File: src/rtl/deser_align_ctrl.sv
// Word-alignment and link-sync controller: finds the comma at any bit offset, qualifies lock, emits aligned bytes.
// Optional macro DESER_ALIGN_STATS_EN adds a saturating lock-loss counter output (lock_loss_cnt).
module deser_align_ctrl #(
    parameter logic [7:0] COMMA      = 8'hBC,
    parameter int         ACQ_COUNT  = 3,
    parameter int         LOSS_COUNT = 4,
    parameter int         COUNT_W    = 3
) (
    input  logic       clk,
    input  logic       reset,
    input  logic       enable,
    input  logic       data,
    input  logic       DK,
    output logic [7:0] out,
    output logic       out_DK,
    output logic       out_valid,
    output logic       code_err,
    output logic       sync,
    output logic [1:0] state
`ifdef DESER_ALIGN_STATS_EN
    ,
    output logic [15:0] lock_loss_cnt
`endif
);

    localparam logic [1:0] HUNT = 2'd0;
    localparam logic [1:0] ACQ  = 2'd1;
    localparam logic [1:0] SYNC = 2'd2;

    localparam logic [COUNT_W-1:0] ACQ_MAX  = COUNT_W'(ACQ_COUNT);
    localparam logic [COUNT_W-1:0] LOSS_MAX = COUNT_W'(LOSS_COUNT);
    localparam logic [COUNT_W-1:0] ONE      = COUNT_W'(1);

    // Only seven history bits are kept; the eighth bit of a word is always the live input.
    logic [6:0]         shreg;
    logic [2:0]         bitcnt;
    logic [COUNT_W-1:0] acq;
    logic [COUNT_W-1:0] err;

    logic [7:0]         word;
    logic               boundary;
    logic               is_comma;
    logic               is_kerr;
    logic [COUNT_W-1:0] acq_inc;
    logic [COUNT_W-1:0] err_inc;

    assign word     = {shreg, data};
    assign boundary = (bitcnt == 3'd7);
    assign is_comma = (word == COMMA) && DK;
    assign is_kerr  = DK && (word != COMMA);
    assign acq_inc  = acq + ONE;
    assign err_inc  = err + ONE;

    logic [1:0]         state_nxt;
    logic [2:0]         bitcnt_nxt;
    logic [COUNT_W-1:0] acq_nxt;
    logic [COUNT_W-1:0] err_nxt;
    logic               emit;
    logic               kerr;

    always_comb begin
        state_nxt  = state;
        bitcnt_nxt = bitcnt + 3'd1;
        acq_nxt    = acq;
        err_nxt    = err;
        emit       = 1'b0;
        kerr       = 1'b0;
        case (state)
            HUNT: begin
                // A comma at any offset re-anchors the word boundary right after it.
                if (is_comma) begin
                    bitcnt_nxt = 3'd0;
                    acq_nxt    = ONE;
                    if (ACQ_COUNT == 1) begin
                        state_nxt = SYNC;
                        err_nxt   = '0;
                    end else begin
                        state_nxt = ACQ;
                    end
                end
            end
            ACQ: begin
                if (boundary) begin
                    if (is_comma) begin
                        acq_nxt = acq_inc;
                        if (acq_inc == ACQ_MAX) begin
                            state_nxt = SYNC;
                            err_nxt   = '0;
                        end
                    end else begin
                        state_nxt = HUNT;
                        acq_nxt   = '0;
                    end
                end
            end
            SYNC: begin
                if (boundary) begin
                    emit = 1'b1;
                    if (is_kerr) begin
                        kerr = 1'b1;
                        if (err_inc == LOSS_MAX) begin
                            state_nxt = HUNT;
                            acq_nxt   = '0;
                            err_nxt   = '0;
                        end else begin
                            err_nxt = err_inc;
                        end
                    end else if (is_comma) begin
                        err_nxt = '0;
                    end
                end
            end
            default: begin
                state_nxt = HUNT;
                acq_nxt   = '0;
                err_nxt   = '0;
            end
        endcase
    end

    always_ff @(posedge clk or posedge reset) begin
        if (reset) begin
            shreg     <= '0;
            bitcnt    <= '0;
            acq       <= '0;
            err       <= '0;
            state     <= HUNT;
            sync      <= 1'b0;
            out       <= '0;
            out_DK    <= 1'b0;
            out_valid <= 1'b0;
            code_err  <= 1'b0;
        end else if (!enable) begin
            out_valid <= 1'b0;
            code_err  <= 1'b0;
        end else begin
            shreg     <= word[6:0];
            bitcnt    <= bitcnt_nxt;
            acq       <= acq_nxt;
            err       <= err_nxt;
            state     <= state_nxt;
            sync      <= (state_nxt == SYNC);
            out_valid <= emit;
            code_err  <= kerr;
            if (emit) begin
                out    <= word;
                out_DK <= DK;
            end
        end
    end

`ifdef DESER_ALIGN_STATS_EN
    always_ff @(posedge clk or posedge reset) begin
        if (reset) begin
            lock_loss_cnt <= '0;
        end else if (enable && state == SYNC && state_nxt == HUNT && lock_loss_cnt != 16'hFFFF) begin
            lock_loss_cnt <= lock_loss_cnt + 16'd1;
        end
    end
`endif

endmodule

File: config.mk
export PLATFORM = sky130hd
export DESIGN_NAME = deser_align_ctrl
export DESIGN_NICKNAME = d
export VERILOG_FILES = /design/src/rtl/deser_align_ctrl.sv
export SDC_FILE = /design/constraint.sdc
export NUM_CORES = 1
export LEC_CHECK = 0
export BUFFER_PORTS_ARGS = -buffer_cell sky130_fd_sc_hd__buf_2
export CORE_MARGIN = 2
export CORE_UTILIZATION = 26
export DETAILED_ROUTE_END_ITERATION = 16
export PLACE_DENSITY = 0.51
export SLEW_MARGIN = 0
export SYNTH_ARGS = -nofsm -noshare
export SYNTH_HDL_FRONTEND = slang
export SYNTH_SLANG_ARGS = --single-unit
File: constraint.sdc
create_clock -name clk -period 1.8 [get_ports clk]
set_input_delay 0.09 -clock clk [delete_from_list [all_inputs] [get_ports clk]]
set_output_delay 0.09 -clock clk [all_outputs]
set_load 0.005 [all_outputs]
# --- Yosys cells after proc, flatten, opt, wreduce, memory -nomap -nowiden ---
# Cells that the tools add are included.
word_totals:
  wordCells: 68
  latchBits: 0
  mem_bits_ro: 0
  inputBits: 5
  regBits: 30
  n_memories: 0
  mem_bits_rw: 0
classes:
  add_sub_neg: 3
  reduce_logical: 6
  order_cmp: 0
  n_div: 0
  n_mux: 32
  mul: 0
  eq_ne: 16
  shifts: 0
  n_bitwise: 1
op_table:
  columns: ["operator", "n"]
  rows:
  - ["$mux W3", 15]
  - ["$pmux W3 S3", 2]
  - ["$mux W2", 7]
  - ["$ne A2 B2 Y1 const B", 7]
  - ["$add A3 B1 Y3 const B", 3]
  - ["$eq A8 B8 Y1 const B", 1]
  - ["$ne A8 B8 Y1 const B", 1]
  - ["$mux W1", 7]
  - ["$reduce_and A7 Y1", 1]
  - ["$eq A3 B3 Y1 const B", 2]
  - ["$pmux W2 S3", 1]
  - ["$reduce_and A6 Y1", 1]
  - ["$eq A2 B2 Y1 const B", 2]
  - ["$eq A3 B2 Y1 const B", 1]
  - ["$ne A3 B3 Y1 const B", 1]
  - ["$eq A2 B1 Y1 const B", 1]
  - ["$logic_and A1 B1 Y1", 2]
  - ["$logic_not A2 Y1", 1]
  - ["$reduce_and A2 Y1", 1]
  - ["$not A1 Y1", 1]

# --- Longest topological paths before layout ---
# Gate-level depths: netlist of run 1.
depth:
  ltp_word: 7
  ltp_mapped: 8
  mapped_depth_nobuf: 7

# --- Least setup slack after synthesis of run 1 ---
# No wires, ideal clock.
synth_path:
  path_kind: "register to register"
  start: "reg acq[0]"
  end: "reg err[0]"
  t_arrival_ps: 1570
  path_stages_with_launch: 6
  required_ps: 1675
  setup_slack_ps: 105
  synth_period_minus_slack_ps: 1695
  cell_sequence: "dfrtp_1 > ha_1 > xnor2_1 > a41oi_1 > a211oi_2 > mux2_2"
synth_between:
  elab_chain_cells: 4
synth_rtl:
  columns: ["element", "line", "text"]
  rows:
  - ["start, declared", "37", "logic [COUNT_W-1:0] acq;"]
  - ["start signal, assigned", "139", "acq <= acq_nxt;"]
  - ["$add A3 B1 Y3", "51", "assign acq_inc = acq + ONE;"]
  - ["$eq A3 B2 Y1", "86", "if (acq_inc == ACQ_MAX) begin"]
  - ["$ne A2 B2 Y1 (no line)", null, null]
  - ["$reduce_and A7 Y1 (no line)", null, null]
  - ["end signal, assigned", "140", "err <= err_nxt;"]
  - ["end, declared", "38", "logic [COUNT_W-1:0] err;"]
# No other way between the ends.
# A chain may end at the register's enable or synchronous reset.

# --- Final worst setup path of run 1 ---
layout_path:
  start: "reg acq[0]"
  end: "reg err[1]"
# Same word-level chain as after synthesis.

==> results by group, run 1 <==
Timing
  • Crit path setup slack, layout: just under 80 ps
  • Worst rel slew slack: 74.40%
  • Final Hold Vio Count: 0
  • Total negative slack: 0 ps
  • Final min period: 1722 ps
  • Final Cycle Share: 95.64%
  • Final setup viols: 0
  • RSZ-0062 raised after global routing: yes
  • Final Slew Violations: 0
  • Clock skew: ~5 ps
  • F_max: 580.9 MHz
  • Worst-margin pin slew: 379.9 ps

Setup path
  • CP max stage delay: about 410 ps
  • Setup crit end kind: flip-flop
  • Worst Path Required: 1970 ps
  • Reg2Reg Setup Slack: 80 ps
  • CP Max Fanout: 4
  • Crit-path cells: ha_2, xnor2_2, a41oi_2, a211oi_2, buf_4, mux2_2
  • Setup CP Type: reg -> reg
  • Crit start category: flip-flop
  • CP max stage cell: dfrtp_1
  • Worst Path Buf+Inv: 1
  • CP delay by family, top: flip-flops
  • CP arrival: around 1900 ps

Logic synthesis
  • Synthesis-stage register bit count: 30
  • Synth Warn #: 0
  • Synth cell types: 41
  • Mapped Area: 0.001513 mm2
  • Syn nets: 155
  • Post-synthesis sequential area ratio: 49.63%
  • Number of enable flip-flop cells after synthesis: 0
  • Async set or reset register ratio after synthesis: 100.0%
  • Synthesized instance count: around 140
  • Synth Flop Type: dfrtp_1
  • Post-Syn Area per Cell: ~11 um2

Detailed routing
  • Router iterations before antenna repair: 4
  • Final ANT Viol Nets: 0
  • DR vias/cell: 4.498
  • WL final: ~3.1 mm
  • DRC: 0
  • Via count: approximately 1,100
  • Initial DRC count: 33
  • Routed len/inst: 12.55 um

Clock tree
  • Clk root buf: clkbuf_8
  • Skew-Pair Late Insertion Delay: approximately 280 ps
  • CTS tree: built
  • Clock-pin slew on the worst setup and hold paths: approximately 60 ps
  • H-tree level count: 2
  • Maximum root-to-sink buffer count: 2
  • Total clock buffers created by CTS: 5
  • Clock sink count: 30

Cells and area
  • Area grow syn2layout: 24.40%
  • Commonest non-fill, non-tap cell in the layout: dfrtp_1
  • Share of cells above drive strength 1: 33.71%
  • Most frequent cells in the layout: dfrtp_1, nand2_1, buf_2
  • Filler cell count: 582
  • Post-Layout Inst Area: between 0.0015 and 0.002 mm2
  • Ant. Diodes: 0
  • Fin nets: 186

Pwr
  • Tot Pwr: 2.082 mW
  • Max VDD drop: 0.5114 mV
  • Lkg Pwr: just over 0.9 nW
  • Pwr dens: 1107 mW/mm2

Global route
  • Initial antenna violation count: 0
  • Met2 usage: 16.92%
  • GR Util met3: 3.371%
  • GRT Resource Usage Total: 10.74%
  • Number of global-route vias before repair: 1,069
  • Total grt overflow: 0
  • Largest net degree at the start of global routing: 31
  • First-pass GRT wire length: 5.319 mm
  • GRT met1 Usage: 13.95%
  • Most used routing layer: met2

Place
  • Place WS: -23.89 ps
  • DP HPWL: 2.169 mm
  • Gpl congestion: 0.7641
  • Post-Place Cell Area: 0.001717 mm2
  • Number of port buffers: 18

Die
  • Die Ht: roughly 80 um
  • Core Region: 0.005574 mm2
  • Initial core utilization: a little over a quarter
  • Die X: 80.28 um
  • Die ar.: 0.006444 mm2
  • I/O pin count: 19
  • Cell Rows: 27

Run status
  • Status: finished, final reports clean

Hold path
  • Worst hold path type: in -> reg

Run
  • MaxCap Viol Count: 0
==> where the power goes <==
part	switching, mW	total, mW	leakage, nW	internal, mW
Combinational	0.206	0.438	0.471	0.232
Clock	0.248	0.690	0.0573	0.442
Sequential	0.108	0.954	0.378	0.847
Total	0.562	2.08	0.906	1.52
==> final cells by class <==
type	count	area, um2	area share, %
inverters	9	33.78	1.795
clock buffers	6	82.58	4.388
multi-input cells	98	704.4	37.43
repair buffers	31	190.2	10.11
clock inverters	1	30.03	1.596
well taps	72	90.09	4.787
flip-flops and latches	30	750.7	39.89
==> path summary, 6_finish.rpt <==
path,from,end,cells after the start
max in group asynchronous,reset,sync$_DFFE_PP0P_,4
min in group asynchronous,reset,err[2]$_DFFE_PP0P_,4
worst min-delay path,data,out[0]$_DFFE_PP0P_,3
worst max register to register,acq[0]$_DFFE_PP0P_,err[1]$_DFFE_PP0P_,6
worst max-delay path,acq[0]$_DFFE_PP0P_,err[1]$_DFFE_PP0P_,6
worst min register to register,out[0]$_DFFE_PP0P_,out[0]$_DFFE_PP0P_,2
==> worst register-to-register path, stage by stage (launching register included) <==
cell and delay, ps:
dfrtp_1 410, ha_2 230, xnor2_2 170, a41oi_2 150, a211oi_2 170, buf_4 160, mux2_2 330
==> routing by layer <==
layer,up-vias,share of wire [%],wire [um]
li1,559,-,-
met1,527,47,1455
met2,20,48,1476
met3,5,4.2,129
met4,0,1.3,40
met5,-,0,0
==> through the flow <==
step / instances / hold slack, ps / utilization [%]
after CTS: 246 / 57.53 / 33.45
final: 247 / 60.09 / 33.76
after global routing: 247 / 80.85 / 33.76
after global placement: 237 / 212.1 / 30.80
after detailed placement: 237 / 196.4 / 30.80
after floorplan: 144 / 180.8 / -
==> synth_stat cells (all sizes together), types with 2 or more instances <==
| master | number | share of area, % |
|---|---|---|
| dfrtp | 30 | 50 |
| nand3 | 5 | 2.0 |
| o21ai | 5 | 1.7 |
| a21oi | 4 | 1.3 |
| nand2 | 29 | 7.2 |
| nor2b | 2 | 0.83 |
| nor3 | 2 | 0.66 |
| mux2 | 9 | 6.7 |
| buf | 3 | 1.2 |
| ha | 6 | 5.0 |
| clkbuf | 3 | 1.5 |
| o2bb2ai | 3 | 1.7 |
| a211o | 2 | 1.2 |
| xnor2 | 2 | 1.2 |
| and2b | 2 | 1.2 |
| and3 | 3 | 1.2 |
| inv | 9 | 2.2 |
| a41oi | 2 | 1.2 |
| nor2 | 5 | 1.2 |
==> state kept, by name, indices dropped and copies added (netlist names) <==
signal and cells:
acq 3, bitcnt 3, code_err 1, err 3, out 8, out_DK 1
out_valid 1, shreg 7, state 2, sync 1
==> what timing repair did <==
action / CTS / global route
resized for setup: 3 / 4
endpoints found under the hold margin: 30 / 0
endpoints found under the setup margin: 3 / 6
hold buffers: 1 / 0
pin swaps: 2 / 4
setup buffers: 1 / 1
==> logic make-up after synthesis <==
logic type / Yosys count / share of synthesized area, %
XOR/XNOR: 2 / 1.158
multiplexers: 10 / 7.362
adder cells (fa/ha/maj): 6 / 4.963
AO/OA/AOI/OAI: 25 / 12.24
buffers and inverters: 16 / 5.624
AND/OR/NAND/NOR: 55 / 19.02
flip-flops: 30 / 49.63
Power figures use the tool's default switching activity.
==> inputs of run 2 (changes only) <==
CORE_ASPECT_RATIO = 1.25   (was default)
==> run 2 against run 1 <==
Compared with the run above:
- non-clock buffer count up 3
- total power shrank 5.1%
- die area about the same
- critical endpoint is now err[0]$_DFFE_PP0P_
- combinational power is 2% higher
- largest cell class unchanged
- fmax increased by 1.2%
- worst hold slack improved by 2.8 ps
- sequential power hardly changed
- largest power group unchanged
- worst setup slack improved by 20 ps
- first-iteration DRC count down 64%
- global-route usage increased by 0.16 points
- design area down 0.46%
==> results by group, run 2 (synthesized netlist as in run 1, its figures left out) <==
Pwr
  • Tot Pwr: 1.976 mW (-5.1%)
  • Pwr dens: 1055 mW/mm2 (-4.7%)
  • Max VDD drop: 0.4599 mV (-10%)
  • Lkg Pwr: 0.9094 nW (+0.34%)

Setup path
  • CP endpoint: err[0]$_DFFE_PP0P_
  • Crit start category: flip-flop
  • Setup CP Type: reg -> reg
  • Reg2Reg Setup Slack: 100 ps (+20 ps)
  • Setup crit end kind: flip-flop
  • Worst Path Required: 1970 ps (about the same)
  • CP Launch Point: acq[1]$_DFFE_PP0P_
  • Reg2reg start: acq[1]$_DFFE_PP0P_
  • Reg2Reg Depth: 6 (unchanged)
  • CP arrival: 1870 ps (-20 ps)
  • CP Max Fanout: 4 (unchanged)
  • Reg-to-reg endpoint: err[0]$_DFFE_PP0P_

Timing
  • Final Hold Vio Count: 0 (unchanged)
  • Worst-margin pin slew: 392.6 ps (+12.62 ps)
  • Clock skew: 1.421 ps (-3.591 ps)
  • Final Cycle Share: 94.54% (-1.1 points)
  • Worst rel slew slack: 73.83% (-0.57 points)
  • RSZ-0062 raised after global routing: yes
  • Final min period: 1702 ps (-19.92 ps)
  • Final Slew Violations: 0 (unchanged)
  • Final hold slack: 62.86 ps (+2.769 ps)
  • F_max: 587.7 MHz (+1.2%)
  • Final setup viols: 0 (unchanged)

Clock tree
  • CTS tree: built
  • H-tree level count: 2 (unchanged)
  • Total clock buffers created by CTS: 5 (unchanged)
  • Clock sink count: 30 (unchanged)
  • Clock-pin slew on the worst setup and hold paths: 70 ps (about the same)
  • Skew-Pair Late Insertion Delay: 280 ps (about the same)
  • Clk root buf: clkbuf_8
  • Maximum root-to-sink buffer count: 2 (unchanged)

Die
  • Die X: 72.23 um (-10%)
  • Cell Rows: 31 (+15%)
  • Initial core utilization: 26.53% (-0.61 points)
  • Core Region: 0.005702 mm2 (+2.3%)
  • Die ar.: 0.006448 mm2 (about the same)
  • Die Ht: 89.28 um (+11%)
  • I/O pin count: 19 (unchanged)

Detailed routing
  • Final ANT Viol Nets: 0 (unchanged)
  • Router iterations before antenna repair: 3 (-1)
  • Via count: 1,132 (+1.9%)
  • DR vias/cell: 4.620 (+2.7%)
  • Routed len/inst: 13.04 um (+3.9%)
  • WL final: 3.195 mm (+3.0%)
  • DRC: 0 (unchanged)
  • Initial DRC count: 12 (-64%)

Global route
  • First-pass GRT wire length: 5.264 mm (-1.0%)
  • GRT Resource Usage Total: 10.90% (+0.16 points)
  • Initial antenna violation count: 0 (unchanged)
  • Number of global-route vias before repair: 1,099 (+2.8%)
  • Largest net degree at the start of global routing: 31 (unchanged)
  • Total grt overflow: 0 (unchanged)

Place
  • DP HPWL: 2.277 mm (+5.0%)
  • Gpl congestion: 0.7826 (+2.4%)
  • Number of port buffers: 18 (unchanged)

Cells and area
  • Fin nets: 189 (+1.6%)
  • Top flop regs: out: 8 flops, shreg: 7 flops
  • Top reg by flops: out
  • Area grow syn2layout: 23.82%
  • Most frequent cells in the layout: nand2_1, dfrtp_1, buf_2
  • Share of cells above drive strength 1: 35.20% (+1.5 points)
  • Number of flip-flops in the largest register: 8 (unchanged)
  • Ant. Diodes: 0 (unchanged)

Run status
  • Status: finished, final reports clean

Run
  • MaxCap Viol Count: 0 (unchanged)

Hold path
  • Worst hold path type: in -> reg
==> run 2: changes by cell type in the layout (fill, tap and decap cells not counted) <==
| cell | delta |
|---|---|
| dfrtp_2 | +1 |
| dfrtp_1 | -1 |
| clkinv_2 | +1 |
| buf_4 | +3 |
| a41oi_2 | -1 |
| clkinvlp_4 | +1 |
| bufinv_16 | -1 |
| a41oi_1 | +1 |
==> run 2: what timing repair did <==
action	in CTS	in global routing
setup endpoints to repair	3	6
hold buffers	1	0
pin swaps	1	6
setup buffers	1	1
resized for setup	1	6
hold endpoints to repair	30	0
==> run 2: metal layers <==
layer	routed length, um	vias up	global-route usage [%]
met3	95	6	3.269
met2	1661	12	18.10
met4	68	0	5.660
met1	1369	542	12.71
li1	-	572	-
met5	0	-	0
==> run 2: layout make-up <==
type | instances | area [um2]
multi-input cells | 98 | 696.9
clock buffers | 6 | 82.58
repair buffers | 34 | 212.7
inverters | 9 | 33.78
well taps | 66 | 82.58
flip-flops and latches | 30 | 752.0
fillers | 582 | 3829
clock inverters | 2 | 12.51
==> run 2: critical path, stage by stage (launching register included) <==
cell and delay, ps:
dfrtp_1 400, ha_2 210, xnor2_2 200, a41oi_2 150, a211oi_2 160, buf_4 160, mux2_2 320
==> run 2: report_power, final <==
group          internal, mW  switching, mW
Combinational         0.238          0.207
Sequential            0.848          0.107
Clock                 0.307          0.268
==> run 2: metrics by stage <==
stage                     cells  setup WS, ps  util [%]  area, um2  setup TNS (ps)
after detailed placement    234        -26.18     30.37       1732          -48.44
after floorplan             144         105.4         -       1513               0
after global placement      234         13.41     30.37       1732               0
after CTS                   244         17.06     32.48       1852               0
final                       245         98.34     32.85       1873               0
after global routing        245        -7.686     32.85       1873          -11.67
==> run 2: how the worst min path moves through the flow <==
stage,cells after the start,to,startpoint,slack (ps)
floorplan,1,acq[0]$_DFFE_PP0P_,reset,180
global placement,3,out_valid$_DFF_PP0_,reset,190
detailed placement,3,out_DK$_DFFE_PP0P_,reset,200
CTS,3,out[0]$_DFFE_PP0P_,data,60
global route,3,out[0]$_DFFE_PP0P_,data,70
finish,3,out[0]$_DFFE_PP0P_,data,60
==> inputs of run 3 (changes only) <==
CELL_PAD_IN_SITES_DETAIL_PLACEMENT = 1   (was default)
CELL_PAD_IN_SITES_GLOBAL_PLACEMENT = 1   (was default)
CORE_UTILIZATION = 44   (was 26)
PLACE_DENSITY = 0.84   (was 0.51)
clock period = 1.76 ns   (was 1.8 ns; I/O delays follow)
==> run 3 against run 2 <==
Compared with the run above:
- core utilization increased by 25 points
- count of clock-buffer cells in the layout increased by 1
- sequential power rose by 4.4%
- sequential cell count is the same
- critical path type unchanged
- highest routed layer unchanged
==> results by group, run 3 (synthesized netlist as in run 1, its figures left out) <==
Cells and area
  • Commonest non-fill, non-tap cell in the layout: dfrtp_1
  • Top reg by flops: out
  • Share of cells above drive strength 1: 37.50% (+2.3 points)
  • Most frequent cells in the layout: dfrtp_1, nand2_1, buf_2
  • Ant. Diodes: 0 (unchanged)
  • Fin nets: 186 (-1.6%)
  • Area grow syn2layout: 24.73%
  • Post-Layout Inst Area: 0.001887 mm2 (+0.73%)
  • Final Non-Filler Cells: 213 (-13%)
  • Number of flip-flops in the largest register: 8 (unchanged)
  • Top flop regs: out: 8 flops, shreg: 7 flops

Timing
  • Crit path setup slack, layout: 13.98 ps (-84.36 ps)
  • Final min period: 1746 ps (+44.36 ps)
  • Clock skew: 3.477 ps (+2.056 ps)
  • F_max: 572.7 MHz (-2.5%)
  • Total negative slack: 0 ps (unchanged)
  • Final Cycle Share: 99.21% (+4.7 points)
  • RSZ-0062 raised after global routing: yes
  • Final hold slack: 75.84 ps (+12.98 ps)
  • Final Hold Vio Count: 0 (unchanged)
  • Final setup viols: 0 (unchanged)
  • Worst-margin pin slew: 381.2 ps (-11.36 ps)
  • Final Slew Violations: 0 (unchanged)
  • Worst rel slew slack: 74.32% (+0.49 points)

Place
  • Dpl cells: 197 (-16%)
  • DP HPWL: 2.635 mm (+16%)
  • Post-Place Cell Area: 0.001635 mm2 (-5.6%)
  • Place WS: -122.5 ps (-96.37 ps)
  • Gpl congestion: 0.7877 (+0.65%)
  • Number of port buffers: 18 (unchanged)

Setup path
  • Setup crit end kind: flip-flop
  • Crit start category: flip-flop
  • Setup CP Type: reg -> reg
  • Reg2Reg Depth: 4 (-2)
  • CP Max Fanout: 4 (unchanged)
  • CP delay by family, top: compound AO/OA/AOI/OAI gates
  • CP arrival: 1910 ps (+40 ps)
  • Reg2reg start: shreg[5]$_DFFE_PP0P_
  • CP max stage delay: 440 ps (+40 ps)
  • CP max stage cell: dfrtp_2
  • Worst Path Buf+Inv: 0 (-1)
  • Crit-path cells: nor4b_4, a41oi_2, a211oi_4, mux2_2
  • Reg-to-reg endpoint: err[1]$_DFFE_PP0P_
  • Worst Path Required: 1930 ps (-40 ps)
  • Reg2Reg Setup Slack: 10 ps (-80 ps)

Detailed routing
  • WL final: 3.913 mm (+22%)
  • Router iterations before antenna repair: 4 (+1)
  • Via count: 1,195 (+5.6%)
  • Initial DRC count: 33 (+21)
  • Routed len/inst: 18.37 um (+41%)
  • DR vias/cell: 5.610 (+21%)
  • DRC: 0 (unchanged)
  • Final ANT Viol Nets: 0 (unchanged)

Die
  • Die X: 56.45 um (-22%)
  • Initial core utilization: 46.52% (+20 points)
  • Die Ht: 69.56 um (-22%)
  • Cell Rows: 23 (-26%)
  • I/O pin count: 19 (unchanged)
  • Core Region: 0.003252 mm2 (-43%)
  • Die ar.: 0.003926 mm2 (-39%)

Hold path
  • Worst Hold Path Cells: 3 (unchanged)
  • Worst min-delay path endpoint: out[0]$_DFFE_PP0P_
  • Worst hold path type: in -> reg
  • Hold path startpoint: data

Pwr
  • Pwr dens: 1143 mW/mm2 (+8.3%)
  • Lkg Pwr: 0.9047 nW (-0.51%)
  • Max VDD drop: 0.7754 mV (+69%)

Global route
  • Total grt overflow: 0 (unchanged)
  • First-pass GRT wire length: 6.437 mm (+22%)
  • GRT Resource Usage Total: 21.58% (+11 points)
  • Largest net degree at the start of global routing: 31 (unchanged)
  • Initial antenna violation count: 0 (unchanged)
  • Number of global-route vias before repair: 1,322 (+20%)

Clock tree
  • Clock-pin slew on the worst setup and hold paths: 60 ps (about the same)
  • Maximum root-to-sink buffer count: 2 (unchanged)
  • Skew-Pair Late Insertion Delay: 280 ps (about the same)
  • Clock sink count: 30 (unchanged)
  • Total clock buffers created by CTS: 5 (unchanged)
  • H-tree level count: 2 (unchanged)
  • CTS tree: built
  • Clk root buf: clkbuf_8

Run
  • MaxCap Viol Count: 0 (unchanged)

Run status
  • Status: finished, final reports clean
run 3: where the power goes:
part	switching [mW]	internal [mW]	leakage (nW)	total (mW)
sequential	0.129	0.868	0.377	0.997
combinational	0.246	0.240	0.475	0.486
clock	0.250	0.423	0.0524	0.672
total	0.625	1.53	0.905	2.16
run 3: worst max-delay path by stage:
stage / from / end / cells past startpoint
2_1_floorplan: acq[0]$_DFFE_PP0P_ / err[0]$_DFFE_PP0P_ / 5
3_3_place_gp: acq[0]$_DFFE_PP0P_ / err[0]$_DFFE_PP0P_ / 5
3_5_place_dp: acq[0]$_DFFE_PP0P_ / err[1]$_DFFE_PP0P_ / 5
4_1_cts: shreg[5]$_DFFE_PP0P_ / err[1]$_DFFE_PP0P_ / 4
5_1_grt: shreg[5]$_DFFE_PP0P_ / err[1]$_DFFE_PP0P_ / 4
6_report: shreg[5]$_DFFE_PP0P_ / err[1]$_DFFE_PP0P_ / 4
run 3: final cells by class:
cell class              count  area [um2]
clock inverters             1       30.03
clock buffers               7       76.32
multi-input cells          98       758.2
flip-flops and latches     30       752.0
fillers                   354        1365
inverters                   9       33.78
repair buffers             31       190.2
well taps                  37       46.29
run 3: through the flow:
stage	total power, mW	utilization [%]
after floorplan	1.249	-
after global placement	1.392	50.29
after detailed placement	1.451	50.29
after CTS	2.149	56.33
after global routing	2.276	58.02
final	2.156	58.02
run 3: worst register-to-register path, delay by kind of cell, from the launching register on:
kind | cells | cell delay [ps]
AOI/OAI and AO/OA | 2 | 450
and+or+nand+nor | 1 | 370
muxes | 1 | 380
DFF | 1 | 440
run 3: metal layers:
metal	routed length (um)	track usage [%]	vias to the layer above
met1	1607	25.52	614
met3	104	5.037	8
met5	0	0	-
met2	2139	37.47	17
met4	61	7.937	0
li1	-	-	556
run 3: timing repair:
action / 4_1_cts / 5_1_grt
setup buffers: 5 / 2
endpoints found under the setup margin: 8 / 8
hold buffers: 1 / 0
pin swaps: 2 / 5
hold endpoints to repair: 30 / 0
gates resized for setup: 9 / 11
